[config.mk]
export PLATFORM = sky130hd
export DESIGN_NAME = mst_chn_arb
export DESIGN_NICKNAME = d
export VERILOG_FILES = /design/src/rtl/mst_arb_pkg.sv /design/src/rtl/mst_rr_pick.sv /design/src/rtl/mst_chn_arb.sv
export SDC_FILE = /design/constraint.sdc
export NUM_CORES = 1
export LEC_CHECK = 0
export ABC_CLOCK_PERIOD_IN_PS = 1700
export BUFFER_PORTS_ARGS = -buffer_cell sky130_fd_sc_hd__buf_2
export CORE_MARGIN = 1.5
export CORE_UTILIZATION = 55
export DETAILED_ROUTE_END_ITERATION = 7
export PLACE_DENSITY = 0.83
export SYNTH_ARGS = -nofsm -noshare
export SYNTH_HDL_FRONTEND = slang
export SYNTH_SLANG_ARGS = --single-unit
[constraint.sdc]
create_clock -name clk -period 1.7 [get_ports clk]
set_clock_uncertainty 0.15 [all_clocks]
set_input_delay 0.255 -clock clk [delete_from_list [all_inputs] [get_ports clk]]
set_output_delay 0.255 -clock clk [all_outputs]
set_load 0.01 [all_outputs]
[src/rtl/mst_arb_pkg.sv]
// Shared types and constants for the FT600 master-FIFO write-path channel scheduler.
package mst_arb_pkg;

    localparam int NCH  = 4;
    localparam int CH_W = 2;

    // 245 mode exposes only channel 0.
    localparam logic [NCH-1:0] MASK_245 = 4'b0001;

    typedef enum logic [1:0] {
        ST_IDLE    = 2'd0,
        ST_GRANT   = 2'd1,
        ST_RELEASE = 2'd2
    } arb_state_e;

endpackage

[src/rtl/mst_rr_pick.sv]
// Combinational round-robin picker: first set request at or above ptr, wrapping.
module mst_rr_pick
    import mst_arb_pkg::*;
(
    input  logic [NCH-1:0]  req,
    input  logic [CH_W-1:0] ptr,
    output logic            any,
    output logic [CH_W-1:0] idx
);

    logic [NCH-1:0] rot;

    // rot[k] is the request of channel (ptr + k) mod NCH.
    generate
        for (genvar gi = 0; gi < NCH; gi++) begin : g_rot
            logic [CH_W-1:0] ch;
            assign ch      = ptr + CH_W'(gi);
            assign rot[gi] = req[ch];
        end
    endgenerate

    always_comb begin
        any = |rot;
        idx = ptr;
        for (int i = NCH - 1; i >= 0; i--) begin
            if (rot[i]) begin
                idx = ptr + CH_W'(i);
            end
        end
    end

endmodule

[src/rtl/mst_chn_arb.sv]
// Round-robin write-burst scheduler with per-grant word budget.
// Optional stall timeout is built when MST_ARB_TMO_EN is defined.
module mst_chn_arb
    import mst_arb_pkg::*;
#(
    parameter int BURST_MAX = 1024,
    parameter int CNT_W     = 11,
    parameter int TMO_CYC   = 4096
) (
    input  logic            clk,
    input  logic            rst_n,
    input  logic            mltcn,
    input  logic [NCH-1:0]  req,
    input  logic            bus_rdy,
    input  logic            wd_stb,
    input  logic            bst_end,
    output logic            gnt_vld,
    output logic [CH_W-1:0] gnt_id,
    output logic            bst_last,
    output logic            tmo_err
);

    localparam logic [CNT_W-1:0] CNT_LAST = CNT_W'(BURST_MAX - 1);

    arb_state_e      state_q, state_d;
    logic [CH_W-1:0] ptr_q, ptr_d;
    logic [CH_W-1:0] gnt_id_q, gnt_id_d;
    logic [CNT_W-1:0] cnt_q, cnt_d;

    logic [NCH-1:0]  req_m;
    logic            pick_any;
    logic [CH_W-1:0] pick_idx;
    logic            tmo_hit;

    assign req_m = mltcn ? req : (req & MASK_245);

    mst_rr_pick u_pick (
        .req (req_m),
        .ptr (ptr_q),
        .any (pick_any),
        .idx (pick_idx)
    );

    // All grant outputs come straight from registers so reset clears them at once.
    assign gnt_vld  = (state_q == ST_GRANT);
    assign gnt_id   = gnt_id_q;
    assign bst_last = gnt_vld && (cnt_q == CNT_LAST);

`ifdef MST_ARB_TMO_EN
    localparam int STALL_W = (TMO_CYC > 2) ? $clog2(TMO_CYC) : 1;
    localparam logic [STALL_W-1:0] STALL_LAST = STALL_W'(TMO_CYC - 1);

    logic [STALL_W-1:0] stall_q, stall_d;
    logic               tmo_err_q;

    assign tmo_hit = (state_q == ST_GRANT) && (stall_q == STALL_LAST);
    assign tmo_err = tmo_err_q;

    always_comb begin
        stall_d = '0;
        if (state_q == ST_GRANT && !wd_stb) begin
            stall_d = stall_q + STALL_W'(1);
        end
    end

    always_ff @(posedge clk or negedge rst_n) begin
        if (!rst_n) begin
            stall_q   <= '0;
            tmo_err_q <= 1'b0;
        end else begin
            stall_q   <= stall_d;
            tmo_err_q <= tmo_err_q | tmo_hit;
        end
    end
`else
    assign tmo_hit = 1'b0;
    assign tmo_err = 1'b0;
`endif

    always_comb begin
        state_d  = state_q;
        ptr_d    = ptr_q;
        gnt_id_d = gnt_id_q;
        cnt_d    = cnt_q;
        case (state_q)
            ST_IDLE: begin
                if (bus_rdy && pick_any) begin
                    state_d  = ST_GRANT;
                    gnt_id_d = pick_idx;
                    cnt_d    = '0;
                end
            end
            ST_GRANT: begin
                // Saturate: strobes past the budget are a bus FSM protocol error.
                if (wd_stb && (cnt_q != CNT_LAST)) begin
                    cnt_d = cnt_q + CNT_W'(1);
                end
                if (bst_end || (wd_stb && bst_last) || tmo_hit) begin
                    state_d = ST_RELEASE;
                end
            end
            ST_RELEASE: begin
                ptr_d   = gnt_id_q + CH_W'(1);
                state_d = ST_IDLE;
            end
            default: begin
                state_d = ST_IDLE;
            end
        endcase
    end

    always_ff @(posedge clk or negedge rst_n) begin
        if (!rst_n) begin
            state_q  <= ST_IDLE;
            ptr_q    <= '0;
            gnt_id_q <= '0;
            cnt_q    <= '0;
        end else begin
            state_q  <= state_d;
            ptr_q    <= ptr_d;
            gnt_id_q <= gnt_id_d;
            cnt_q    <= cnt_d;
        end
    end

endmodule

Yosys cells after proc, flatten, opt, wreduce, memory -nomap -nowiden
Cells that the tools add are included.
{"block": "op_classes", "reduce_logical": 11, "n_eq_ne": 7, "add_sub_neg": 5, "n_mux": 19, "order_cmp": 4}
{"cell": "$mux 11", "n": 2}
{"cell": "$pmux 11 s2", "n": 1}
{"cell": "$lt 2x3->1 const B", "n": 4}
{"cell": "$mux 2", "n": 6}
{"cell": "$add 11x1->11 const B", "n": 1}
{"cell": "$eq 11x10->1 const B", "n": 1}
{"cell": "$ne 11x10->1 const B", "n": 1}
{"cell": "$bmux 1 s2", "n": 4}
{"cell": "$add 2x1->2 const B", "n": 2}
{"cell": "$add 2x2->2 const B", "n": 2}
{"cell": "$logic_and 1x1->1", "n": 4}
{"cell": "$mux 1", "n": 4}
{"cell": "$mux 4", "n": 1}
{"cell": "$ne 2x1->1 const B", "n": 2}
{"cell": "$pmux 2 s2", "n": 1}
{"cell": "$reduce_and 2->1", "n": 2}
{"cell": "$reduce_or 4->1", "n": 1}
{"cell": "$reduce_and 3->1", "n": 1}
{"cell": "$eq 2x1->1 const B", "n": 1}
{"cell": "$eq 2x2->1 const B", "n": 1}
{"cell": "$logic_not 2->1", "n": 1}
{"cell": "$ne 2x2->1 const B", "n": 1}
{"cell": "$reduce_bool 2->1", "n": 1}
{"cell": "$logic_or 1x1->1", "n": 1}
{"block": "totals", "word_cells": 50, "inputBits": 10, "out_inout_bits": 5, "reg_bits": 17}

Longest topological paths before layout
Gate-level depths: netlist of the first run.
{"block": "logic_depth", "depth_word": 7, "depth_mapped": 6}

By module
Synthesis of the first run repeated with hierarchy kept, for this count alone.
{"block": "unflattened", "hier_cells": 108, "area_unflattened_um2": 970.9}
{"module": "mst_chn_arb", "area_per_inst_um2": 870.8, "seq_area_each_um2": 425.4, "cells_per_inst": 92, "instances": 1}
{"module": "mst_rr_pick", "area_per_inst_um2": 100.1, "seq_area_each_um2": 0.0, "cells_per_inst": 16, "instances": 1}

Worst setup path before layout of the first run
No wires, ideal clock.
{"block": "synth_timing", "path_kind": "reg-to-reg", "startpoint": "register cnt_q[0]", "endpoint": "register cnt_q[6]", "t_arrival_ns": 1.323, "stages_incl_launch_ff": 7, "required_time_ns": 1.473, "synth_period_minus_slack_ns": 1.551, "slack_ns": 0.149, "setup_ns": 0.077, "cell_sequence": "dfrtp_1 -> ha_1 -> nand2_1 -> nor2_1 -> o21ai_1 -> or3_1 -> a21oi_1"}
{"block": "synth_via", "elab_chain_cells": 4, "elab_cells_between_ends": 7, "classes_between": "1 x add/sub; 2 x eq/ne; 2 x mux; 2 x reduce/logical"}
{"item": "start: declaration", "line": "mst_chn_arb.sv:28", "source": "logic [CNT_W-1:0] cnt_q, cnt_d;"}
{"item": "start signal: assignment", "line": "mst_chn_arb.sv:122", "source": "cnt_q <= cnt_d;"}
{"item": "parallel branches: the longest is 4 deep, another holds $add 11x1->11"}
Several ways; the timed one is not identified. The select of a mux whose other input is x is not followed.
A chain may end at the register's enable or synchronous reset.

Worst setup path after layout of the first run
{"block": "layout_timing", "startpoint": "register cnt_q[4]", "endpoint": "output port bst_last"}
{"block": "layout_via", "elab_chain_cells": 2}
{"item": "$eq 11x10->1", "line": "mst_chn_arb.sv:47", "source": "assign bst_last = gnt_vld && (cnt_q == CNT_LAST);"}
{"item": "$logic_and 1x1->1", "line": "mst_chn_arb.sv:47"}
{"item": "end: declaration", "line": "mst_chn_arb.sv:19", "source": "output logic bst_last,"}
No other way between the ends.

==> impl_metrics.ini, run 1 <==
[status]
outcome = finished with violations
violations = setup timing

[logic_synthesis]
netlist.area_leader.share = 0.420
synth_area_leaders = dfrtp_1 (42%), xor2_1 (6.1%), nor2_1 (5.6%)
synth-main-ff-cell = dfrtp_1
yosysTopAreaCell = dfrtp_1
synth_edf_count = 0
syn_nets = 123
synthCells = 112
yosys_warnings = 0
syn-cell-area_mm2 = 0.00101
synth.avg_cell_area_um2 = 9.04
ys_ff_latch = 17
ys_types = 38
synthArstFlopShare = 1.00
yosysSeqAreaShare = 0.420

[cells_and_area]
layout_commonest_cell = buf_4
antenna_cells = 0
finalInstanceArea_mm2 = 0.00130
area_delta_synth_final_pct = 28.7
mostFrequentLayoutCells = buf_4 (18), dfrtp_1 (17), nor2_1 (13), buf_2 (13), o21ai_0 (8)
nets = 157
drive_gt1_frac = 0.345

[worst_setup_path]
end_kind = primary output
cpPeakStageDelay_ps = 420
reg2reg_slack_ps = -100
r2r_cells = 7
crit_buf_inv = 1
critPathArrivalTime_ps = 1420
cp_top_family = simple AND/OR/NAND/NOR gates
cp_cell_sequence = and4_4 -> nand4_1 -> nor2_1 -> buf_2
critical_path_peak_fanout = 5
required_ps = 1290
timing.rr.start = cnt_q[4]
critical_path_class = reg2out
r2r_end = cnt_q[9]
cp_slowest_cell = dfrtp_1
crit_cells = 4
startpoint_type = flip-flop

[floorplan]
initial_core_util = 0.586
core_mm2 = 0.00173
ios = 15
row_count = 15
die_area_mm2 = 0.00211
die_w_um = 45.9
die_y_um = 45.9

[detailed_routing]
post_drt_wl_per_cell_um = 15.4
vias = 983
first_pass_iters = 4
via_per_inst = 5.78
drtIter0Drc = 39
drt-met1-wl_um = 1160
wl_met2_um = 1360
wl_met3_um = 63
dr.max_layer_used = met4
drt.antenna.violating_nets = 0
finalWirelength_um = 2620
route.detailed.drc = 0

[worst_hold_path]
hold-path-cell-count = 3
worst_hold_path.endpoint = state_q[1]
min-delay-start = bst_end
worstHoldPathType = in2reg

[pwr]
p_leak_nw = 0.587
ir_drop_v = 0.00104
p_per_area_mw_per_mm2 = 1010

[clocking]
h-tree-depth = 1
clock-sinks = 17
clk_pin_slew_ps = 100
clockBufferDepth = 2
root_buffer = clkbuf_4
clk_latency_ps = 280
cts_buffers = 3
cts_tree = done

[global_routing]
antenna_found_initial = 0
grt_max_degree = 18
grt_pass1_vias = 804
grt_overflow = 0
grt_pass1_wl_um = 3530
grt_usage = 0.236

[place]
numPortBuffers = 13
routabilityCongestion = 0.856
place_hpwl_um = 1550
dpl-instance-area_mm2 = 0.00117

[timing]
slew_violations = 0
fin_crit_ps = 1820
rsz0062_at_grt = true
max_freq_mhz = 549
setup-tns-final_ps = -256
post-route-period-util = 1.07
whs_ps = 64.6
fin_ws_ps = -122
hold_viol = 0
setup_viol = 4

[run]
drv_cap = 0
[state kept, by name, summed over array words and instances (netlist names)]
| signal | cells |
|---|---|
| cnt_q | 11 |
| state_q | 2 |
| ptr_q | 2 |
| gnt_id | 2 |
[area by class of cell]
cell class / count / area, um2
timing repair buffer: 34 / 233
clock inverter: 1 / 5.00
multi-input combinational: 89 / 582
clock buffer: 3 / 22.5
inverter: 1 / 3.75
fill: 132 / 424
tap: 25 / 31.3
sequential: 17 / 425
[cell families (layout without fill, tap and decap cells)]
family                   count (synthesis)  after routing  share of synthesized area
other                                    1              1                    0.00370
multiplexers                             2              2                     0.0210
adder cells (fa/ha/maj)                  1              1                     0.0124
XOR/XNOR                                 8              8                     0.0692
flip-flops                              17             17                      0.420
AND/OR/NAND/NOR                         49             49                      0.269
AO/OA/AOI/OAI                           28             28                      0.168
buffers and inverters                    6             39                     0.0358
[cells in the mapped netlist (2+ instances only)]
| cell type | number |
|---|---|
| a21oi_1 | 7 |
| a31oi_1 | 2 |
| and2_1 | 3 |
| buf_2 | 2 |
| dfrtp_1 | 17 |
| nand2_1 | 7 |
| nand2b_1 | 4 |
| nand3_1 | 5 |
| nand4_1 | 4 |
| nand4b_1 | 2 |
| nor2_1 | 15 |
| nor2b_1 | 2 |
| o21a_1 | 2 |
| o21ai_0 | 9 |
| o221ai_1 | 2 |
| xor2_1 | 7 |
[worst max-delay path by stage]
stage	from	endpoint	slack (ps)
after floorplan	cnt_q[0]	cnt_q[6]	150
after global placement	cnt_q[0]	cnt_q[7]	7
after detailed placement	cnt_q[0]	cnt_q[7]	20
after CTS	cnt_q[0]	bst_last	-120
after global routing	cnt_q[0]	bst_last	-200
final	cnt_q[4]	bst_last	-120
[repair_timing]
action                     CTS  global route
hold endpoints to repair    17             0
pin swaps                    4             7
gates resized for setup      3            11
hold buffers                 1             0
setup endpoints to repair    1            12
buffers inserted             4             5
[power by group]
| group | switching (mW) | leakage (nW) | internal [mW] |
|---|---|---|---|
| Combinational | 0.264 | 0.343 | 0.268 |
| Sequential | 0.0824 | 0.226 | 0.483 |
| Clock | 0.126 | 0.0177 | 0.0873 |
| Total | 0.473 | 0.587 | 0.839 |
[worst min-delay path, stage by stage]
cell and delay [ps]:
buf_2 80, a21oi_1 40, nor2_1 80
[per-layer routing]
| metal | vias up | GRT usage |
|---|---|---|
| li1 | 466 | - |
| met5 | - | 0 |
| met1 | 487 | 0.324 |
| met3 | 4 | 0.0516 |
| met4 | 0 | 0.0857 |
| met2 | 26 | 0.364 |
[stage by stage]
step	setup WS (ps)	power (mW)	util	cells
after global placement	7.31	0.970	0.675	157
after floorplan	149	0.859	-	112
after CTS	-122	1.24	0.721	166
final	-122	1.31	0.754	170
after global routing	-196	1.40	0.754	170
after detailed placement	23.2	0.997	0.675	157
(Power assumes the default switching activity.)
==> run 2, diff against run 1 <==
--- a/config.mk
+++ b/config.mk
@@ -7,10 +7,10 @@
 export LEC_CHECK = 0
 export ABC_CLOCK_PERIOD_IN_PS = 1700
 export BUFFER_PORTS_ARGS = -buffer_cell sky130_fd_sc_hd__buf_2
-export CORE_MARGIN = 1.5
+export CORE_MARGIN = 8
 export CORE_UTILIZATION = 55
 export DETAILED_ROUTE_END_ITERATION = 7
-export PLACE_DENSITY = 0.83
+export PLACE_DENSITY = 0.82
 export SYNTH_ARGS = -nofsm -noshare
 export SYNTH_HDL_FRONTEND = slang
 export SYNTH_SLANG_ARGS = --single-unit
==> run 2 against run 1 <==
Effect of this change: the run still ends with setup timing left; sequential power hardly changed; cell count is 4.1% lower; worst setup slack worse by 12 ps; final area is 5.5% lower; critical path type unchanged.
==> impl_metrics.ini, run 2 (synthesized netlist as in run 1, its figures left out) <==
[place]
numPortBuffers = 13
routabilityCongestion = 0.860
place_inst = 150
place_hpwl_um = 1590

[worst_setup_path]
startpoint_type = flip-flop
cp_cell_sequence = ha_2 -> and3b_1 -> nand4_1 -> nor2_1 -> buf_2
crit_path_start = cnt_q[0]
timing.rr.start = cnt_q[0]
cp_slowest_cell = dfrtp_1
cpPeakStageDelay_ps = 380
critical_path_peak_fanout = 3
critPathArrivalTime_ps = 1430
end_kind = primary output
required_ps = 1290
critical_path_class = reg2out
r2r_cells = 9
cp_top_family = simple AND/OR/NAND/NOR gates
reg2reg_slack_ps = -70
crit_buf_inv = 1
r2r_end = cnt_q[8]

[pwr]
p_sw_mw = 0.462
p_sw_frac = 0.365
finalPower_mw = 1.27
clkPwrFrac = 0.184
p_per_area_mw_per_mm2 = 1030
p_leak_nw = 0.561
p_int_mw = 0.804
ir_drop_v = 0.000866
pwr-share-comb = 0.368
seq_power_share = 0.448

[timing]
hold_viol = 0
rsz0062_at_grt = true
fin_ws_ps = -135
fin_crit_ps = 1830
whs_ps = 27.6
max_freq_mhz = 545
post-route-period-util = 1.08
slew_violations = 0
setup_viol = 4

[global_routing]
grt_util_met1 = 0.186
antenna_found_initial = 0
grt_overflow = 0
grt_usage = 0.148
grt_max_degree = 18
met3_usage = 0.0348
grt_pass1_wl_um = 4040
grt_most_used_layer = met2
grt_pass1_vias = 913
grtUsageMet2 = 0.234

[detailed_routing]
first_pass_iters = 4
route.detailed.drc = 0
vias = 918
drtIter0Drc = 53
drt.antenna.violating_nets = 0
post_drt_wl_per_cell_um = 15.1
via_per_inst = 5.63
finalWirelength_um = 2460

[status]
violations = setup timing
outcome = finished with violations

[worst_hold_path]
hold-path-cell-count = 3
worstHoldPathType = in2reg
min-delay-start = bst_end
worst_hold_path.endpoint = state_q[1]

[floorplan]
initial_core_util = 0.586
die_w_um = 58.9
die_y_um = 58.9
core_mm2 = 0.00173
ios = 15
die_area_mm2 = 0.00347
row_count = 15

[clocking]
cts_buffers = 3
clockBufferDepth = 2
clk_latency_ps = 310
clock-sinks = 17
clk_pin_slew_ps = 110
h-tree-depth = 1
cts_tree = done
root_buffer = clkbuf_4

[cells_and_area]
layout_commonest_cell = dfrtp_1
antenna_cells = 0
area_delta_synth_final_pct = 21.6
instances_no_fill = 163
drive_gt1_frac = 0.290
mostFrequentLayoutCells = dfrtp_1 (17), nor2_1 (13), buf_2 (13), buf_4 (13), o21ai_0 (9)
nets = 150
largest_reg_flops = 11
post-route-util = 0.713
largest_register = cnt_q

[run]
drv_cap = 0
==> run 2: changes by cell type in the layout (fill, tap and decap cells not counted), sizes merged <==
| cell | before | now |
|---|---|---|
| buf | 33 | 26 |
==> run 2: per-layer routing <==
metal,vias up,share of wire
met4,0,0.031
met2,28,0.47
li1,451,-
met3,10,0.040
met5,-,0
met1,429,0.46
==> run 2: tightest hold or removal path, stage by stage <==
cell and delay, ps:
buf_2 70, a21oi_1 40, nor2_1 80
==> run 2: repair_timing <==
action                                 in CTS  in global routing
pin swaps                                   3                  2
endpoints found under the hold margin      17                  0
hold buffers                                1                  0
setup buffers                               5                  3
gates resized for setup                     2                  4
setup endpoints to repair                   2                  5
==> run 2: worst max-delay path by stage <==
stage                     slack (ps)  depth (start not counted)        to
after floorplan                  150                          6  cnt_q[6]
after global placement            70                          6  cnt_q[6]
after detailed placement         -20                          6  cnt_q[6]
after CTS                       -130                          5  bst_last
after global routing            -180                          5  bst_last
final                           -130                          5  bst_last
==> run 2: per-stage QoR <==
| stage | TNS (ps) | cell area (um2) | setup slack (ps) |
|---|---|---|---|
| floorplan | 0 | 1010 | 149 |
| global placement | 0 | 1110 | 73.5 |
| detailed placement | -21.7 | 1110 | -21.7 |
| CTS | -129 | 1190 | -129 |
| global route | -614 | 1230 | -185 |
| finish | -337 | 1230 | -135 |
==> run 2: cell type report <==
type | instances | area (um2)
multi-input combinational | 89 | 571
fill | 139 | 495
sequential | 17 | 425
timing repair buffer | 27 | 173
tap | 25 | 31.3
clock buffer | 3 | 22.5
clock inverter | 1 | 5.00
inverter | 1 | 3.75
==> run 2: power groups by stage <==
stage	Sequential [mW]	Clock, mW	Combinational (mW)
after detailed placement	0.579	0	0.388
after global routing	0.580	0.259	0.525
after CTS	0.565	0.233	0.438
final	0.568	0.233	0.466
after global placement	0.574	0	0.373
after floorplan	0.554	0	0.305
